==> config.mk <==
export PLATFORM = sky130hd
export DESIGN_NAME = lsu
export DESIGN_NICKNAME = d
export VERILOG_FILES = /design/src/rtl/lsu.sv
export SDC_FILE = /design/constraint.sdc
export NUM_CORES = 1
export LEC_CHECK = 0
export ABC_AREA = 1
export CAP_MARGIN = 30
export CORE_MARGIN = 2
export CORE_UTILIZATION = 46
export DETAILED_ROUTE_END_ITERATION = 8
export PLACE_DENSITY = 0.83
export SYNTH_ARGS = -nofsm -noshare
export SYNTH_HDL_FRONTEND = slang
export SYNTH_SLANG_ARGS = --single-unit
==> constraint.sdc <==
create_clock -name clk_i -period 1.8 [get_ports clk_i]
set_clock_uncertainty 0.15 [all_clocks]
set_input_delay 0.18 -clock clk_i [delete_from_list [all_inputs] [get_ports clk_i]]
set_output_delay 0.18 -clock clk_i [all_outputs]
set_load 0.03 [all_outputs]
==> src/rtl/lsu.sv <==
// Single-outstanding load/store unit: one aligned 64-bit bus transaction per op,
// returning extended load data or a store completion to writeback.
module lsu #(
   parameter int XLEN   = 64,
   parameter int STRB_W = XLEN / 8
) (
   input  logic              clk_i,
   input  logic              rst_n_i,
   input  logic              valid_i,
   output logic              ready_o,
   input  logic              load_i,
   input  logic              store_i,
   input  logic [2:0]        funct3_i,
   input  logic [XLEN-1:0]   addr_i,
   input  logic [XLEN-1:0]   wdata_i,
   output logic              mem_req_valid_o,
   input  logic              mem_req_ready_i,
   output logic [XLEN-1:0]   mem_addr_o,
   output logic              mem_wen_o,
   output logic [XLEN-1:0]   mem_wdata_o,
   output logic [STRB_W-1:0] mem_wstrb_o,
   input  logic              mem_rsp_valid_i,
   input  logic              mem_rsp_err_i,
   input  logic [XLEN-1:0]   mem_rdata_i,
   output logic              valid_o,
   input  logic              ready_i,
   output logic [XLEN-1:0]   rdata_o,
   output logic              misalign_o,
   output logic              err_o
);

   typedef enum logic [1:0] {IDLE = 2'd0, REQ = 2'd1, RSP = 2'd2, OUT = 2'd3} state_e;

   state_e              state_q, state_d;
   logic [XLEN-1:0]     addr_q, addr_d;
   logic [XLEN-1:0]     wdata_q, wdata_d;
   logic [STRB_W-1:0]   strb_q, strb_d;
   logic                wen_q, wen_d;
   logic [2:0]          off_q, off_d;
   logic [2:0]          funct3_q, funct3_d;
   logic [XLEN-1:0]     rdata_q, rdata_d;
   logic                err_q, err_d;
   logic                mis_q, mis_d;

   logic                illegal_s;
   logic                misal_s;
   logic [STRB_W-1:0]   strb_base_s;
   logic [XLEN-1:0]     shifted_s;
   logic [XLEN-1:0]     ext_s;

   assign ready_o         = (state_q == IDLE);
   assign valid_o         = (state_q == OUT);
   assign mem_req_valid_o = (state_q == REQ);
   assign mem_addr_o      = addr_q;
   assign mem_wen_o       = wen_q;
   assign mem_wdata_o     = wdata_q;
   assign mem_wstrb_o     = strb_q;
   assign rdata_o         = rdata_q;
   assign err_o           = err_q;
   assign misalign_o      = mis_q;

   // Decode of the incoming op: legality, natural alignment and byte-lane base mask.
   always_comb begin
      illegal_s   = (load_i & store_i) | (store_i & funct3_i[2]) |
                    (load_i & (funct3_i == 3'b111));
      misal_s     = 1'b0;
      strb_base_s = 8'h00;
      case (funct3_i[1:0])
         2'b00: begin misal_s = 1'b0;          strb_base_s = 8'h01; end
         2'b01: begin misal_s = addr_i[0];     strb_base_s = 8'h03; end
         2'b10: begin misal_s = |addr_i[1:0];  strb_base_s = 8'h0F; end
         default: begin misal_s = |addr_i[2:0]; strb_base_s = 8'hFF; end
      endcase
   end

   // Align returned doubleword to the accessed byte, then sign/zero-extend.
   always_comb begin
      shifted_s = mem_rdata_i >> {off_q, 3'b000};
      case (funct3_q)
         3'b000:  ext_s = {{(XLEN-8){shifted_s[7]}}, shifted_s[7:0]};
         3'b001:  ext_s = {{(XLEN-16){shifted_s[15]}}, shifted_s[15:0]};
         3'b010:  ext_s = {{(XLEN-32){shifted_s[31]}}, shifted_s[31:0]};
         3'b100:  ext_s = {{(XLEN-8){1'b0}}, shifted_s[7:0]};
         3'b101:  ext_s = {{(XLEN-16){1'b0}}, shifted_s[15:0]};
         3'b110:  ext_s = {{(XLEN-32){1'b0}}, shifted_s[31:0]};
         default: ext_s = shifted_s;
      endcase
   end

   // Next-state and datapath capture for the IDLE/REQ/RSP/OUT sequence.
   always_comb begin
      state_d  = state_q;
      addr_d   = addr_q;
      wdata_d  = wdata_q;
      strb_d   = strb_q;
      wen_d    = wen_q;
      off_d    = off_q;
      funct3_d = funct3_q;
      rdata_d  = rdata_q;
      err_d    = err_q;
      mis_d    = mis_q;
      case (state_q)
         IDLE: begin
            if (valid_i) begin
               addr_d   = {addr_i[XLEN-1:3], 3'b000};
               wdata_d  = wdata_i << {addr_i[2:0], 3'b000};
               strb_d   = store_i ? (strb_base_s << addr_i[2:0]) : 8'h00;
               wen_d    = store_i;
               off_d    = addr_i[2:0];
               funct3_d = funct3_i;
               rdata_d  = {XLEN{1'b0}};
               err_d    = 1'b0;
               mis_d    = 1'b0;
               if (!load_i && !store_i) begin
                  state_d = OUT;
               end else if (illegal_s) begin
                  err_d   = 1'b1;
                  state_d = OUT;
               end else if (misal_s) begin
                  mis_d   = 1'b1;
                  state_d = OUT;
               end else begin
                  state_d = REQ;
               end
            end else begin
               state_d = IDLE;
            end
         end
         REQ: begin
            if (mem_req_ready_i) begin
               state_d = RSP;
            end else begin
               state_d = REQ;
            end
         end
         RSP: begin
            if (mem_rsp_valid_i) begin
               err_d   = mem_rsp_err_i;
               rdata_d = (mem_rsp_err_i || wen_q) ? {XLEN{1'b0}} : ext_s;
               state_d = OUT;
            end else begin
               state_d = RSP;
            end
         end
         OUT: begin
            if (ready_i) begin
               state_d = IDLE;
            end else begin
               state_d = OUT;
            end
         end
         default: state_d = IDLE;
      endcase
   end

   // State and captured-operand registers.
   always_ff @(posedge clk_i or negedge rst_n_i) begin
      if (!rst_n_i) begin
         state_q  <= IDLE;
         addr_q   <= {XLEN{1'b0}};
         wdata_q  <= {XLEN{1'b0}};
         strb_q   <= {STRB_W{1'b0}};
         wen_q    <= 1'b0;
         off_q    <= 3'b000;
         funct3_q <= 3'b000;
         rdata_q  <= {XLEN{1'b0}};
         err_q    <= 1'b0;
         mis_q    <= 1'b0;
      end else begin
         state_q  <= state_d;
         addr_q   <= addr_d;
         wdata_q  <= wdata_d;
         strb_q   <= strb_d;
         wen_q    <= wen_d;
         off_q    <= off_d;
         funct3_q <= funct3_d;
         rdata_q  <= rdata_d;
         err_q    <= err_d;
         mis_q    <= mis_d;
      end
   end

endmodule

==> run metrics <==
FMAX 517 MHz; Critical path destination rdata_o[44]; WL met2 23000 um; Reg-to-Reg Start off_q[0]; final setup margin -0.135 ns; TritonCTS buffer count 24; relative slew slack 43.0%; die area 26400 sq um; Slew @ Worst Pin 0.851 ns; clock-pin slew on the worst setup and hold paths 0.06 ns; Cell variety after synth 32; Syn Area/Cell 7.14 sq um; total power 31.5 mW; Placer Congestion 0.964; layout cells sized above 1 12.7%; DR vias/cell 5.53; leakage 9.46 nW; met3 WL post-DR 4830 um; reg2reg end rdata_o[44]; largest net degree at the start of global routing 70; Core ar. 25000 sq um; DRT iter0 DRCs 1528; initial core utilization 46.3%; DRC viols 0; CP required 2.05 ns; CTS Sinks 208; remaining antenna violation count 0; # setup viols final 51; fin nets 2268; Setup crit start off_q[0]; violated checks negative setup slack; Die X 163 um; Final Hold Viols 0; initial antenna violation count 5; crit start category flip-flop; fin crit share 107%; synthesized area 11600 sq um; Die H 163 um; routed metal-1 wire length 17400 um; Setup CP Type reg -> reg; Critical Path AT 2.18 ns; Worst-Skew Late Latency 0.52 ns; pre-CTS WS -0.225 ns; drt first pass iters 6; Synth warnings 0; worst hold stages 3; PortBufs 406; Rows 58; Power Density 1760 nW/um^2; Seq/Total Area, Yosys 45.0%; CTS tree built; worst-path fanout max 8; vias in the first global route 13.1k; status finished, violations left; Synth Register Bits 208; CP Capture Type flip-flop; I/O pin count 410; RSZ-0062 raised after global routing true; R2R setup slack -0.13 ns; fillers 2007; Remaining Overflow, GRT 0; H-tree Lvls 1; highest routed layer met4; Max clock buf depth 3; global-route wire length before repair 72700 um; wire length after detailed routing 48000 um; min-delay worst type in -> reg; Tot GR Track Use 35.0%; Post-Syn Instances 1621; via count 13.4k; HPWL after detailed placement 33900 um; max-slew violations 0; routed wire length per instance 19.9 um; max-cap viol count 0; FF-to-FF path depth 9; area grow syn2layout 54.7%; final period demand of the worst path 1.93 ns; VDD IR max 1.16 mV; Root Buffer clkbuf_16
-- kinds of logic (layout without fill, tap and decap cells) --
family,count (synthesis),count (layout),share of synthesized area (%)
multiplexers,25,25,2.16
AND/OR/NAND/NOR,972,974,34.0
AO/OA/AOI/OAI,261,261,12.6
buffers and inverters,154,611,6.27
flip-flops,208,208,45.0
other,1,6,0.0324
-- placed cells by master, fill, tap and decap left out, types with 4 or more instances in the layout --
cell             instances
a22o_1                   6
nand3_2                 17
nor2_1                  53
o211ai_1                40
clkbuf_1                 4
buf_2                    4
dfrtp_1                205
a21oi_1                 64
clkdlybuf4s50_1        200
o31ai_1                  8
o21ai_2                 24
a21oi_2                  6
buf_4                   74
dlygate4sd2_1          199
buf_12                  32
nand2_2                 14
o21ai_0                 89
bufinv_16                5
buf_6                   10
nand2_4                  6
inv_1                   30
o21ai_1                 20
clkinv_2                 7
mux2i_1                 25
or2_2                    6
clkbuf_16               28
nand2_1                733
nand3_1                133
-- stage by stage --
stage	instance area (sq um)	TNS, ns	utilization [%]	instances	hold WS, ns
floorplan	11600	0	-	1623	-0.266
global placement	16600	-5.21	66.4	2343	0.0330
detailed placement	16600	-6.91	66.4	2343	0.0445
CTS	17600	-1.87	70.6	2404	0.0286
global route	17900	-7.44	71.7	2414	0.0404
finish	17900	-3.90	71.7	2415	0.0418
-- cell usage after synthesis (all sizes together) --
cell type	number	area (sq um)
dfrtp	208	5200
o2111ai	1	8.76
mux2i	25	250
inv	36	135
clkbuf	47	180
nor3	2	10.0
clkinv	1	3.75
a22o	6	52.6
o31ai	8	60.1
a31oi	1	6.26
nor2	58	230
o21a	1	7.51
nand3	152	791
o211ai	40	300
a21oi	70	350
or2	6	37.5
buf	70	407
nand2	754	2860
o21ai	134	671
conb	1	3.75
-- how the worst min path moves through the flow --
| stage | endpoint | slack, ns | start |
|---|---|---|---|
| final | mem_addr_o[57] | 0.04 | addr_i[57] |
| after global routing | mem_addr_o[40] | 0.04 | addr_i[40] |
| after CTS | mem_addr_o[27] | 0.03 | addr_i[27] |
| after detailed placement | rdata_o[0] | 0.04 | rst_n_i |
| after global placement | rdata_o[0] | 0.03 | rst_n_i |
| after floorplan | err_o | -0.27 | rst_n_i |
-- final cells by class --
cell class,count,area (sq um),share of cell area (%)
antenna,3,7.51,0.0420
clock buffer,29,641,3.58
clock inverter,15,214,1.20
inverter,37,150,0.839
multi-input combinational,1263,5970,33.4
sequential,208,5210,29.1
tap,330,413,2.31
timing repair buffer,529,5290,29.5
timing repair inverter,1,6.26,0.0350
-- timing repair --
item                                    CTS  global route
endpoints found under the setup margin  241            65
resized for setup                       273            44
hold endpoints to repair                208             0
setup buffers                            11             4
hold buffers                              1             0
pin swaps                                13            15
cloned                                    6             4
-- metal layers --
| layer | track usage, % | vias to the layer above |
|---|---|---|
| met5 | 0 | - |
| li1 | - | 6159 |
| met1 | 41.8 | 6279 |
| met2 | 59.7 | 774 |
| met3 | 7.69 | 152 |
| met4 | 17.7 | 0 |
-- flip-flops by register name, summed over array words and instances (netlist names) --
name / flops
err_o: 1
mem_addr_o: 61
mem_wstrb_o: 8
mem_wdata_o: 64
state_q: 2
mem_wen_o: 1
funct3_q: 3
rdata_o: 64
off_q: 3
misalign_o: 1
-- report_power, final --
part | switching, mW | internal (mW)
logic | 11.8 | 6.57
registers | 1.27 | 6.55
clock network | 2.07 | 3.27
-- critical path, stage by stage (launching register included) --
cell and delay, ns:
dfrtp_2 0.52, inv_6 0.07, buf_4 0.14, nand3_1 0.11, nand3_2 0.13, nand3_4 0.22
nand2_8 0.12, buf_16 0.17, o21ai_4 0.13, nand2_1 0.07
(Power assumes the default switching activity.)
